<file path="src/rtl/touch_paddle_input_if.sv">
// Touch-sample and game-control signals between touch controller/game core and the paddle front-end.
interface touch_paddle_input_if;
  logic        touch_valid;
  logic        touch_pressed;
  logic [11:0] touch_raw_x;
  logic [11:0] touch_raw_y;
  logic        ball_lost;
  logic [8:0]  paddle_target_x;
  logic        touch_active;
  logic        game_run;
  logic        new_game;

  modport master (
    output touch_valid, touch_pressed, touch_raw_x, touch_raw_y, ball_lost,
    input  paddle_target_x, touch_active, game_run, new_game
  );

  modport slave (
    input  touch_valid, touch_pressed, touch_raw_x, touch_raw_y, ball_lost,
    output paddle_target_x, touch_active, game_run, new_game
  );
endinterface

</file>
<file path="src/rtl/touch_paddle_input.sv">
// Touch front-end for Breakout: scales raw samples, smooths paddle X, debounces the press,
// classifies taps and runs the game-control FSM.
module touch_paddle_input #(
  parameter int CLK_FREQ_HZ = 50_000_000,
  parameter int GAME_W      = 320,
  parameter int GAME_H      = 240,
  parameter int RAW_X_MIN   = 200,
  parameter int RAW_X_MAX   = 3900,
  parameter int RAW_Y_MIN   = 200,
  parameter int RAW_Y_MAX   = 3900,
  parameter int AVG_LOG2    = 2,
  parameter int DEB_N       = 3,
  parameter int TAP_MAX_MS  = 300,
  parameter int HUD_H       = 24
) (
  input logic clk,
  input logic reset_n,
  touch_paddle_input_if.slave bus
);

  localparam int XW       = 9;
  localparam int YW       = $clog2(GAME_H);
  localparam int SW       = XW + AVG_LOG2;
  localparam int DEPTH    = 1 << AVG_LOG2;
  localparam int TICK_DIV = CLK_FREQ_HZ / 1000;
  localparam int TW       = (TICK_DIV > 1) ? $clog2(TICK_DIV) : 1;
  localparam int PW       = $clog2(TAP_MAX_MS + 2);
  localparam int DW       = $clog2(DEB_N + 1);

  localparam logic [15:0] SCALE_X = 16'((GAME_W * 65536) / (RAW_X_MAX - RAW_X_MIN));
  localparam logic [15:0] SCALE_Y = 16'((GAME_H * 65536) / (RAW_Y_MAX - RAW_Y_MIN));
  localparam logic [11:0] RX_MIN  = 12'(RAW_X_MIN);
  localparam logic [11:0] RX_MAX  = 12'(RAW_X_MAX);
  localparam logic [11:0] RY_MIN  = 12'(RAW_Y_MIN);
  localparam logic [11:0] RY_MAX  = 12'(RAW_Y_MAX);
  localparam logic [11:0] X_LIM   = 12'(GAME_W - 1);
  localparam logic [11:0] Y_LIM   = 12'(GAME_H - 1);

  function automatic logic [11:0] clamp_sub(input logic [11:0] raw, input logic [11:0] lo,
                                            input logic [11:0] hi);
    if (raw < lo)      return 12'd0;
    else if (raw > hi) return hi - lo;
    else               return raw - lo;
  endfunction

  function automatic logic [11:0] scale_sat(input logic [11:0] d, input logic [15:0] k,
                                            input logic [11:0] lim);
    logic [27:0] p;
    p = ({16'd0, d} * {12'd0, k}) >> 16;
    return (p > {16'd0, lim}) ? lim : p[11:0];
  endfunction

  // stage 1: clamp and offset; preload is pending until a pressed sample follows an unpressed one
  logic        s1_v, s1_pre, pre_pend;
  logic [11:0] s1_dx, s1_dy;

  always_ff @(posedge clk or negedge reset_n) begin
    if (!reset_n) begin
      s1_v     <= 1'b0;
      s1_pre   <= 1'b0;
      pre_pend <= 1'b1;
      s1_dx    <= '0;
      s1_dy    <= '0;
    end else begin
      s1_v   <= bus.touch_valid & bus.touch_pressed;
      s1_pre <= pre_pend;
      s1_dx  <= clamp_sub(bus.touch_raw_x, RX_MIN, RX_MAX);
      s1_dy  <= clamp_sub(bus.touch_raw_y, RY_MIN, RY_MAX);
      if (bus.touch_valid) pre_pend <= ~bus.touch_pressed;
    end
  end

  logic          s2_v, s2_pre;
  logic [XW-1:0] s2_x;
  logic [YW-1:0] s2_y;

  always_ff @(posedge clk or negedge reset_n) begin
    if (!reset_n) begin
      s2_v   <= 1'b0;
      s2_pre <= 1'b0;
      s2_x   <= '0;
      s2_y   <= '0;
    end else begin
      s2_v   <= s1_v;
      s2_pre <= s1_pre;
      s2_x   <= XW'(scale_sat(s1_dx, SCALE_X, X_LIM));
      s2_y   <= YW'(scale_sat(s1_dy, SCALE_Y, Y_LIM));
    end
  end

  // stage 3: moving average with running sum, then registered output
  logic [XW-1:0] win [DEPTH];
  logic [SW-1:0] sum;
  logic          s3_v;
  logic [XW-1:0] paddle;
  logic [YW-1:0] tap_y;

  always_ff @(posedge clk or negedge reset_n) begin
    if (!reset_n) begin
      for (int i = 0; i < DEPTH; i++) win[i] <= '0;
      sum    <= '0;
      s3_v   <= 1'b0;
      paddle <= XW'(GAME_W / 2);
      tap_y  <= '0;
    end else begin
      s3_v <= s2_v;
      if (s2_v) begin
        if (s2_pre) begin
          for (int i = 0; i < DEPTH; i++) win[i] <= s2_x;
          sum   <= SW'(s2_x) << AVG_LOG2;
          tap_y <= s2_y;
        end else begin
          win[0] <= s2_x;
          for (int i = 1; i < DEPTH; i++) win[i] <= win[i-1];
          sum <= sum + SW'(s2_x) - SW'(win[DEPTH-1]);
        end
      end
      if (s3_v) paddle <= XW'(sum >> AVG_LOG2);
    end
  end

  logic [TW-1:0] tick_cnt;
  logic          tick;
  assign tick = (tick_cnt == '0);

  always_ff @(posedge clk or negedge reset_n) begin
    if (!reset_n)  tick_cnt <= TW'(TICK_DIV - 1);
    else if (tick) tick_cnt <= TW'(TICK_DIV - 1);
    else           tick_cnt <= tick_cnt - TW'(1);
  end

  logic          active, active_d, deb_flip, tap_evt, hud_tap;
  logic [DW-1:0] deb_cnt;
  logic [PW-1:0] press_tmr;

  assign deb_flip = bus.touch_valid && (bus.touch_pressed != active) &&
                    (deb_cnt == DW'(DEB_N - 1));

  always_ff @(posedge clk or negedge reset_n) begin
    if (!reset_n) begin
      active    <= 1'b0;
      active_d  <= 1'b0;
      deb_cnt   <= '0;
      press_tmr <= '0;
      tap_evt   <= 1'b0;
      hud_tap   <= 1'b0;
    end else begin
      active_d <= active;
      if (bus.touch_valid) begin
        if (deb_flip) begin
          active  <= ~active;
          deb_cnt <= '0;
        end else if (bus.touch_pressed != active) begin
          deb_cnt <= deb_cnt + DW'(1);
        end else begin
          deb_cnt <= '0;
        end
      end
      if (deb_flip && !active)
        press_tmr <= '0;
      else if (active && tick && press_tmr != PW'(TAP_MAX_MS + 1))
        press_tmr <= press_tmr + PW'(1);
      tap_evt <= active_d && !active && (press_tmr <= PW'(TAP_MAX_MS));
      hud_tap <= (tap_y < YW'(HUD_H));
    end
  end

  // state    | meaning
  // IDLE     | waiting for the first tap after reset
  // PLAYING  | game core running (game_run = 1)
  // PAUSED   | HUD tap paused the game
  // OVER     | ball lost, waiting for a tap to restart
  typedef enum logic [1:0] {ST_IDLE, ST_PLAYING, ST_PAUSED, ST_OVER} state_t;

  state_t state, state_nxt;
  logic   ball_lost_q, bl_rise, new_game_q, new_game_nxt;

  assign bl_rise = bus.ball_lost & ~ball_lost_q;

  always_ff @(posedge clk or negedge reset_n) begin
    if (!reset_n) begin
      state       <= ST_IDLE;
      ball_lost_q <= 1'b0;
      new_game_q  <= 1'b0;
    end else begin
      state       <= state_nxt;
      ball_lost_q <= bus.ball_lost;
      new_game_q  <= new_game_nxt;
    end
  end

  always_comb begin
    state_nxt    = state;
    new_game_nxt = 1'b0;
    case (state)
      ST_IDLE, ST_OVER: begin
        if (tap_evt) begin
          new_game_nxt = 1'b1;
          state_nxt    = ST_PLAYING;
        end
      end
      ST_PLAYING: begin
        if (bl_rise)                 state_nxt = ST_OVER;
        else if (tap_evt && hud_tap) state_nxt = ST_PAUSED;
      end
      ST_PAUSED: begin
        if (tap_evt && hud_tap) state_nxt = ST_PLAYING;
      end
      default: state_nxt = ST_IDLE;
    endcase
  end

  assign bus.paddle_target_x = paddle;
  assign bus.touch_active    = active;
  assign bus.game_run        = (state == ST_PLAYING);
  assign bus.new_game        = new_game_q;

endmodule

</file>
<file path="src/flat_wrapper.sv">
// flat-port wrapper written by rule: the top's interface ports become plain ports
module touch_paddle_input_flat 
#(
  parameter int CLK_FREQ_HZ = 50_000_000,
  parameter int GAME_W      = 320,
  parameter int GAME_H      = 240,
  parameter int RAW_X_MIN   = 200,
  parameter int RAW_X_MAX   = 3900,
  parameter int RAW_Y_MIN   = 200,
  parameter int RAW_Y_MAX   = 3900,
  parameter int AVG_LOG2    = 2,
  parameter int DEB_N       = 3,
  parameter int TAP_MAX_MS  = 300,
  parameter int HUD_H       = 24
)
  (clk, reset_n, bus_touch_valid, bus_touch_pressed, bus_touch_raw_x, bus_touch_raw_y, bus_ball_lost, bus_paddle_target_x, bus_touch_active, bus_game_run, bus_new_game);
  touch_paddle_input_if bus_i ();
  input logic clk;
  input logic reset_n;
  input wire logic [$bits(bus_i.touch_valid)-1:0] bus_touch_valid;
  input wire logic [$bits(bus_i.touch_pressed)-1:0] bus_touch_pressed;
  input wire logic [$bits(bus_i.touch_raw_x)-1:0] bus_touch_raw_x;
  input wire logic [$bits(bus_i.touch_raw_y)-1:0] bus_touch_raw_y;
  input wire logic [$bits(bus_i.ball_lost)-1:0] bus_ball_lost;
  output wire logic [$bits(bus_i.paddle_target_x)-1:0] bus_paddle_target_x;
  output wire logic [$bits(bus_i.touch_active)-1:0] bus_touch_active;
  output wire logic [$bits(bus_i.game_run)-1:0] bus_game_run;
  output wire logic [$bits(bus_i.new_game)-1:0] bus_new_game;
  assign bus_i.touch_valid = bus_touch_valid;
  assign bus_i.touch_pressed = bus_touch_pressed;
  assign bus_i.touch_raw_x = bus_touch_raw_x;
  assign bus_i.touch_raw_y = bus_touch_raw_y;
  assign bus_i.ball_lost = bus_ball_lost;
  assign bus_paddle_target_x = bus_i.paddle_target_x;
  assign bus_touch_active = bus_i.touch_active;
  assign bus_game_run = bus_i.game_run;
  assign bus_new_game = bus_i.new_game;
  touch_paddle_input #(.CLK_FREQ_HZ(CLK_FREQ_HZ), .GAME_W(GAME_W), .GAME_H(GAME_H), .RAW_X_MIN(RAW_X_MIN), .RAW_X_MAX(RAW_X_MAX), .RAW_Y_MIN(RAW_Y_MIN), .RAW_Y_MAX(RAW_Y_MAX), .AVG_LOG2(AVG_LOG2), .DEB_N(DEB_N), .TAP_MAX_MS(TAP_MAX_MS), .HUD_H(HUD_H)) u_core (.clk(clk), .reset_n(reset_n), .bus(bus_i));
endmodule
</file>
<file path="config.mk">
export PLATFORM = sky130hd
export DESIGN_NAME = touch_paddle_input_flat
export DESIGN_NICKNAME = d
export VERILOG_FILES = /design/src/rtl/touch_paddle_input_if.sv /design/src/rtl/touch_paddle_input.sv /design/src/flat_wrapper.sv
export SDC_FILE = /design/constraint.sdc
export NUM_CORES = 1
export LEC_CHECK = 0
export CAP_MARGIN = 20
export CORE_MARGIN = 8
export CORE_UTILIZATION = 35
export CTS_CLUSTER_SIZE = 20
export DETAILED_ROUTE_END_ITERATION = 8
export DONT_BUFFER_PORTS = 1
export GPL_TIMING_DRIVEN = 0
export PLACE_DENSITY_LB_ADDON = 0.12
export SYNTH_ARGS = -nofsm -noshare
export SYNTH_HDL_FRONTEND = slang
export SYNTH_SLANG_ARGS = --single-unit
</file>
<file path="constraint.sdc">
create_clock -name clk -period 4.4 [get_ports clk]
set_input_delay 0.66 -clock clk [delete_from_list [all_inputs] [get_ports clk]]
set_output_delay 0.66 -clock clk [all_outputs]
set_load 0.01 [all_outputs]
</file>
==> impl_metrics.tcl, run 1 <==
set metrics [dict create \
    outcome "completed" \
    start_kind "flip-flop" \
    timing_hold_violations_final 0 \
    drv_cap 0 \
    die_area_um2 35800 \
    rsz0062_at_grt "yes" \
    slew_violations 0 \
    period_minus_slack_ns 4.38 \
    ioPinCount 41 \
    post_drt_wl_per_cell_um 14.1 \
    routabilityCongestion 0.739 \
    fmax_ghz 0.229 \
    grt_pass1_wl_um 36700 \
    crit_family "adder cells" \
    startpoint "u_core.s1_dx[10]" \
    synth_area_leader_cell "dfrtp_1" \
    coreArea_um2 29600 \
    dp_cells 1430 \
    r2r-start "u_core.s1_dx[10]" \
    period_share 0.995 \
    fin_util 0.416 \
    powerDensity_nw_per_um2 635 \
    start_util 0.355 \
    drive_gt1_frac 0.177 \
    ys.flop_type "dfrtp_1" \
    layout_commonest_cell "inv_1" \
    synth_nets 1290 \
    grt_pass1_vias 7570 \
    crit_fanout 6 \
    clkTransAtPathRegs_ns 0.07 \
    grt_max_degree 129 \
    cts_made_buffers 17 \
    fin_nets 1341 \
    routed_wl_um 21100 \
    synth_area_leaders "dfrtp_1, ha_1, fa_1" \
    cts_buffer_depth 2 \
    min_path_type "input port to async pin" \
    drt_drc_violations_left 0 \
    critPathKind "flip-flop to flip-flop" \
    avgViaCountPerCell 4.71 \
    final.setup.tns_ns 0 \
    path_cells "inv_2 > ha_4 > inv_2 > fa_2 > inv_2 > fa_2 > inv_2 > ha_4 > inv_2 > fa_1 > inv_2 > ha_4 > a21o_1 > o31ai_4 > o21ai_2 > o41ai_4 > inv_1 > o311a_4 > o21bai_1" \
    yosys.area_share.adder 0.304 \
    yosys.area_share.simple 0.105 \
    holdWs_ns 0.0682 \
    p_total_mw 7.80 \
    ys.warnings.count 0 \
    postSynthAreaPerCell_um2 10.1 \
    synth_compound_area_frac 0.0945 \
    synth-edff-count 0 \
    fin_skew_ns 0.0114 \
    die_w_um 189 \
    cp.buffers_inverters 7 \
    antenna_found_initial 0 \
    leakagePower_nw 6.02 \
    crit_path_end_kind "flip-flop" \
    yosys_register_bits 140 \
    clock_latency_ns 0.43 \
    tritoncts "built" \
    synth_mux_area_frac 0.0512 \
    cpMostUsedCell "inv_2" \
    cp_slowest_cell "fa_1" \
    final_cells 1493 \
    layout_common_cells "inv_1, ha_1, dfrtp_1" \
    slew_headroom 0.511 \
    yosysSeqAreaShare 0.336 \
    vias 7027 \
    vdd_ir_drop_max_mv 0.308 \
    setup_viol 0 \
    grt_overflow 0 \
    drt_iter0_markers 279 \
    die_h_um 189 \
    worst_slew_pin_slew_ns 0.734 \
    synth_xor_area_frac 0.0376 \
    synthDistinctLibCells 67 \
    cts-root-buf "clkbuf_16" \
    arrival_ns 4.67 \
    syn_inst 1039 \
    fillers 2897 \
    place_hpwl_um 15700 \
    area_growth_pct 17.3 \
    port_buffers 0 \
    cts.sinks 140 \
    syn_area_um2 10500 \
    async_reset_ff_frac 1.00 \
    synth_top_area_frac 0.305 \
    ant_nets 0 \
    synth_top_family_by_area "adder cells" \
    fp-row-count 63 \
    critPathMaxStageDelay_ns 0.54 \
    required_ns 4.70 \
    n_antenna_cell 0 \
    grt_usage 0.126 \
    htreeDepth 4 \
    drtPass1Iterations 4 \
]
==> kinds of logic (layout without fill, tap and decap cells) <==
logic type | count (synthesis) | count (layout)
simple gates | 225 | 225
fa+ha+maj | 222 | 222
buf+inv | 204 | 268
compound gates | 153 | 153
flops | 140 | 140
mux | 50 | 50
xor+xnor | 45 | 45
==> power by group <==
group	internal [mW]	leakage, nW	switching, mW
Clock	0.972	0.317	0.631
Sequential	1.69	1.62	0.355
Combinational	2.01	4.07	2.14
==> Yosys cell counts, types with 3 or more instances <==
| cell | n |
|---|---|
| a211oi_1 | 5 |
| nand4_1 | 5 |
| o21bai_1 | 4 |
| nand4b_1 | 3 |
| fa_1 | 54 |
| dfstp_2 | 12 |
| nor3_1 | 13 |
| buf_1 | 3 |
| nor2b_1 | 3 |
| nor2_1 | 82 |
| a21o_1 | 14 |
| inv_1 | 186 |
| o31ai_1 | 5 |
| nand3_1 | 13 |
| clkbuf_1 | 13 |
| a31oi_1 | 19 |
| o21a_1 | 4 |
| a21oi_1 | 48 |
| mux2_2 | 29 |
| dfrtp_1 | 128 |
| o211ai_1 | 3 |
| nand2b_1 | 11 |
| ha_1 | 168 |
| o21ai_0 | 29 |
| and2_1 | 6 |
| mux2i_1 | 21 |
| xnor2_1 | 25 |
| nor4_1 | 3 |
| and3_1 | 4 |
| xor2_1 | 20 |
| nand2_1 | 58 |
| or3_1 | 6 |
==> cell type report <==
class	count	area (µm²)	share of cell area
inverters	187	702	0.0571
plain buffers	17	65.1	0.00529
well taps	390	488	0.0397
clock inverters	15	230	0.0187
flip-flops and latches	140	3540	0.288
repair buffers	32	273	0.0222
clock buffers	17	425	0.0346
multi-input cells	695	6580	0.535
==> registers in the layout (all words and copies together) (netlist names), 5 cells and up <==
signal / flops
u_core.bus.paddle_target_x: 9
u_core.tick_cnt: 16
u_core.sum: 11
u_core.s1_dy: 12
u_core.s2_x: 9
u_core.s2_y: 5
u_core.press_tmr: 9
u_core.win: 36
u_core.tap_y: 5
u_core.s1_dx: 12
==> per-layer routing <==
layer  global-route usage  up-vias  share of wire
met2                0.213       68           0.47
met3               0.0281        9          0.030
met5                    0        -              0
met1                0.160     3369           0.49
li1                     -     3581              -
met4               0.0292        0         0.0082
==> per-stage QoR <==
step | area [µm²] | worst slack, ns
finish | 12300 | 0.0242
global route | 12300 | -0.129
floorplan | 10500 | 0.0365
CTS | 12100 | 0.00235
detailed placement | 11000 | -0.597
global placement | 11000 | -0.589
==> worst register-to-register path: cells and delay by family (launching register included) <==
| kind | cells | cell delay, ns |
|---|---|---|
| buffers and inverters | 7 | 0.40 |
| AO/OA/AOI/OAI | 6 | 1.48 |
| flip-flops | 1 | 0.43 |
| adder cells (fa/ha/maj) | 6 | 1.91 |
==> path summary, 6_finish.rpt <==
kind	endpoint	cells after the start	slack [ns]
max in group asynchronous	u_core.s1_dx[7]	1	3.66
setup / recovery	u_core.s2_x[0]	19	0.02
min in group clk	u_core.ball_lost_q	0	0.25
setup reg to reg	u_core.s2_x[0]	19	0.02
hold reg to reg	u_core.s2_pre	0	0.35
hold / removal	u_core.tick_cnt[14]	0	0.07
==> repair_timing <==
| item | 4_1_cts | 5_1_grt |
|---|---|---|
| setup buffers | 24 | 6 |
| setup endpoints to repair | 11 | 8 |
| gates cloned | 0 | 0 |
| gates resized for setup | 42 | 40 |
| hold buffers | 1 | 0 |
| pin swaps | 29 | 45 |
| endpoints found under the hold margin | 128 | 0 |
(Power assumes the default switching activity.)
==> run 2: changes to the inputs <==
Settings changed: CORE_UTILIZATION 35 to 39.
==> run 2 against run 1 <==
  * Clock skew fell by 0.0017 ns
  * Combinational power rose by 1%
  * Sequential share of layout area rose by 0.34 points
  * Worst setup slack improved by 0.060 ns
  * Design area fell by 1.2%
  * Register-to-register slack improved by 0.06 ns
  * Power fell by 1.9%
  * Core utilization rose by 4.0 points
  * Highest routed layer unchanged
==> impl_metrics.tcl, run 2 (synthesis gave the netlist of run 1 again) <==
set metrics [dict create \
    period_share 0.981 \
    n_antenna_cell 0 \
    grt-busiest-layer "met2" \
    cts_buffer_depth 2 \
    grt_pass1_vias 7280 \
    critPathKind "flip-flop to flip-flop" \
    rsz0062_at_grt "yes" \
    fp-row-count 60 \
    p_total_mw 7.66 \
    start_util 0.393 \
    dp_slack_ns -0.536 \
    use_met1 0.175 \
    grt_max_degree 129 \
    worst_slack_ns 0.0847 \
    place_hpwl_um 15100 \
    grt_pass1_wl_um 35300 \
    die_h_um 180 \
    grtUsageMet2 0.210 \
    port_buffers 0 \
    die_area_um2 32400 \
    grt_use_met3 0.0250 \
    drt_iter0_markers 281 \
    layout_common_cells "inv_1, ha_1, dfrtp_1" \
    routabilityCongestion 0.782 \
    avgViaCountPerCell 4.87 \
    outcome "completed" \
    slew_headroom 0.527 \
    top_register "u_core.win" \
    worst_slew_pin_slew_ns 0.709 \
    cts_made_buffers 17 \
    powerDensity_nw_per_um2 630 \
    vias 7030 \
    grt_usage 0.131 \
    min_path_type "input port to async pin" \
    biggestRegsByFlops "u_core.win x36, u_core.tick_cnt x16" \
    start_kind "flip-flop" \
    largest_register_ffs 36 \
    cp_slowest_cell "fa_1" \
    grt_overflow 0 \
    fmax_ghz 0.232 \
    arrival_ns 4.62 \
    routed_wl_um 20300 \
    required_ns 4.71 \
    place_area_um2 10900 \
    fin_skew_ns 0.00973 \
    crit_fanout 6 \
    period_minus_slack_ns 4.32 \
    vdd_ir_drop_max_mv 0.262 \
    dp_cells 1380 \
    crit_path_end_kind "flip-flop" \
    drt_drc_violations_left 0 \
    coreArea_um2 26700 \
    antenna_found_initial 0 \
    die_w_um 180 \
    timing_hold_violations_final 0 \
    cts-root-buf "clkbuf_16" \
    fin_nets 1342 \
    final_area_um2 12100 \
    ant_nets 0 \
    slew_violations 0 \
    cp.buffers_inverters 4 \
    drv_cap 0 \
    path_cells "buf_4 > ha_1 > inv_1 > fa_1 > inv_1 > fa_1 > ha_4 > ha_4 > a21o_1 > a21oi_2 > o22a_1 > o21ai_4 > o41ai_4 > inv_2 > o311a_4 > o21bai_4" \
    final.setup.tns_ns 0 \
    htreeDepth 4 \
    area_growth_pct 15.8 \
    final_cells 1445 \
    tritoncts "built" \
    clock_latency_ns 0.43 \
    ioPinCount 41 \
    post_drt_wl_per_cell_um 14.0 \
    cts.sinks 140 \
    critPathMaxStageDelay_ns 0.61 \
    setup_viol 0 \
    clkTransAtPathRegs_ns 0.07 \
    drive_gt1_frac 0.170 \
    drtPass1Iterations 4 \
    crit_family "adder cells" \
    layout_commonest_cell "inv_1" \
    leakagePower_nw 6.00 \
]
run 2: changes by cell type in the layout (fill, tap and decap cells not counted), sizes merged:
cell,delta
clkinvlp,+2
bufinv,-3
clkinv,-3
buf,+1
clkbuf,+2
inv,+2
run 2: what timing repair did:
item	CTS	global route
resized for setup	36	38
pin swaps	26	43
hold buffers	1	0
buffers inserted	19	12
hold endpoints to repair	128	0
gates cloned	0	0
setup endpoints to repair	11	11
run 2: final timing paths:
| check | start | endpoint | slack [ns] | cells after the start |
|---|---|---|---|---|
| worst min register to register | u_core.s1_pre | u_core.s2_pre | 0.36 | 0 |
| max in group asynchronous | reset_n | u_core.s1_dy[1] | 3.67 | 1 |
| worst max register to register | u_core.s1_dx[7] | u_core.s2_x[0] | 0.08 | 16 |
| min in group clk | bus_ball_lost | u_core.ball_lost_q | 0.26 | 0 |
| worst max-delay path | u_core.s1_dx[7] | u_core.s2_x[0] | 0.08 | 16 |
| worst min-delay path | reset_n | u_core.bus.paddle_target_x[5] | 0.07 | 0 |
run 2: worst reg2reg max path: cells and delay by family (launching register included):
kind	cells	cell delay [ns]
flip-flops	1	0.40
buffers and inverters	4	0.37
AO/OA/AOI/OAI	7	1.48
adder cells (fa/ha/maj)	5	1.95
run 2: final cells by class:
class / instances / area (µm²)
plain buffers: 17 / 65.1
clock buffers: 19 / 443
clock inverters: 13 / 133
fillers: 2544 / 14500
inverters: 187 / 702
multi-input cells: 695 / 6570
flip-flops and latches: 140 / 3530
well taps: 341 / 427
repair buffers: 33 / 273
run 2: power breakdown:
group | switching [mW] | internal, mW | total (mW)
Clock | 0.606 | 0.809 | 1.41
Sequential | 0.338 | 1.69 | 2.03
Combinational | 2.16 | 2.05 | 4.21
Total | 3.10 | 4.55 | 7.66
run 2: routing by layer:
metal / wire (µm) / up-vias
met4: 236 / 0
met3: 682 / 16
met5: 0 / -
met1: 10000 / 3358
li1: - / 3570
met2: 9320 / 86
run 2: metrics by stage:
step | hold WS [ns] | util
floorplan | 0.331 | -
global placement | 0.336 | 0.410
detailed placement | 0.337 | 0.410
CTS | 0.0455 | 0.444
global route | 0.0495 | 0.456
finish | 0.0736 | 0.456
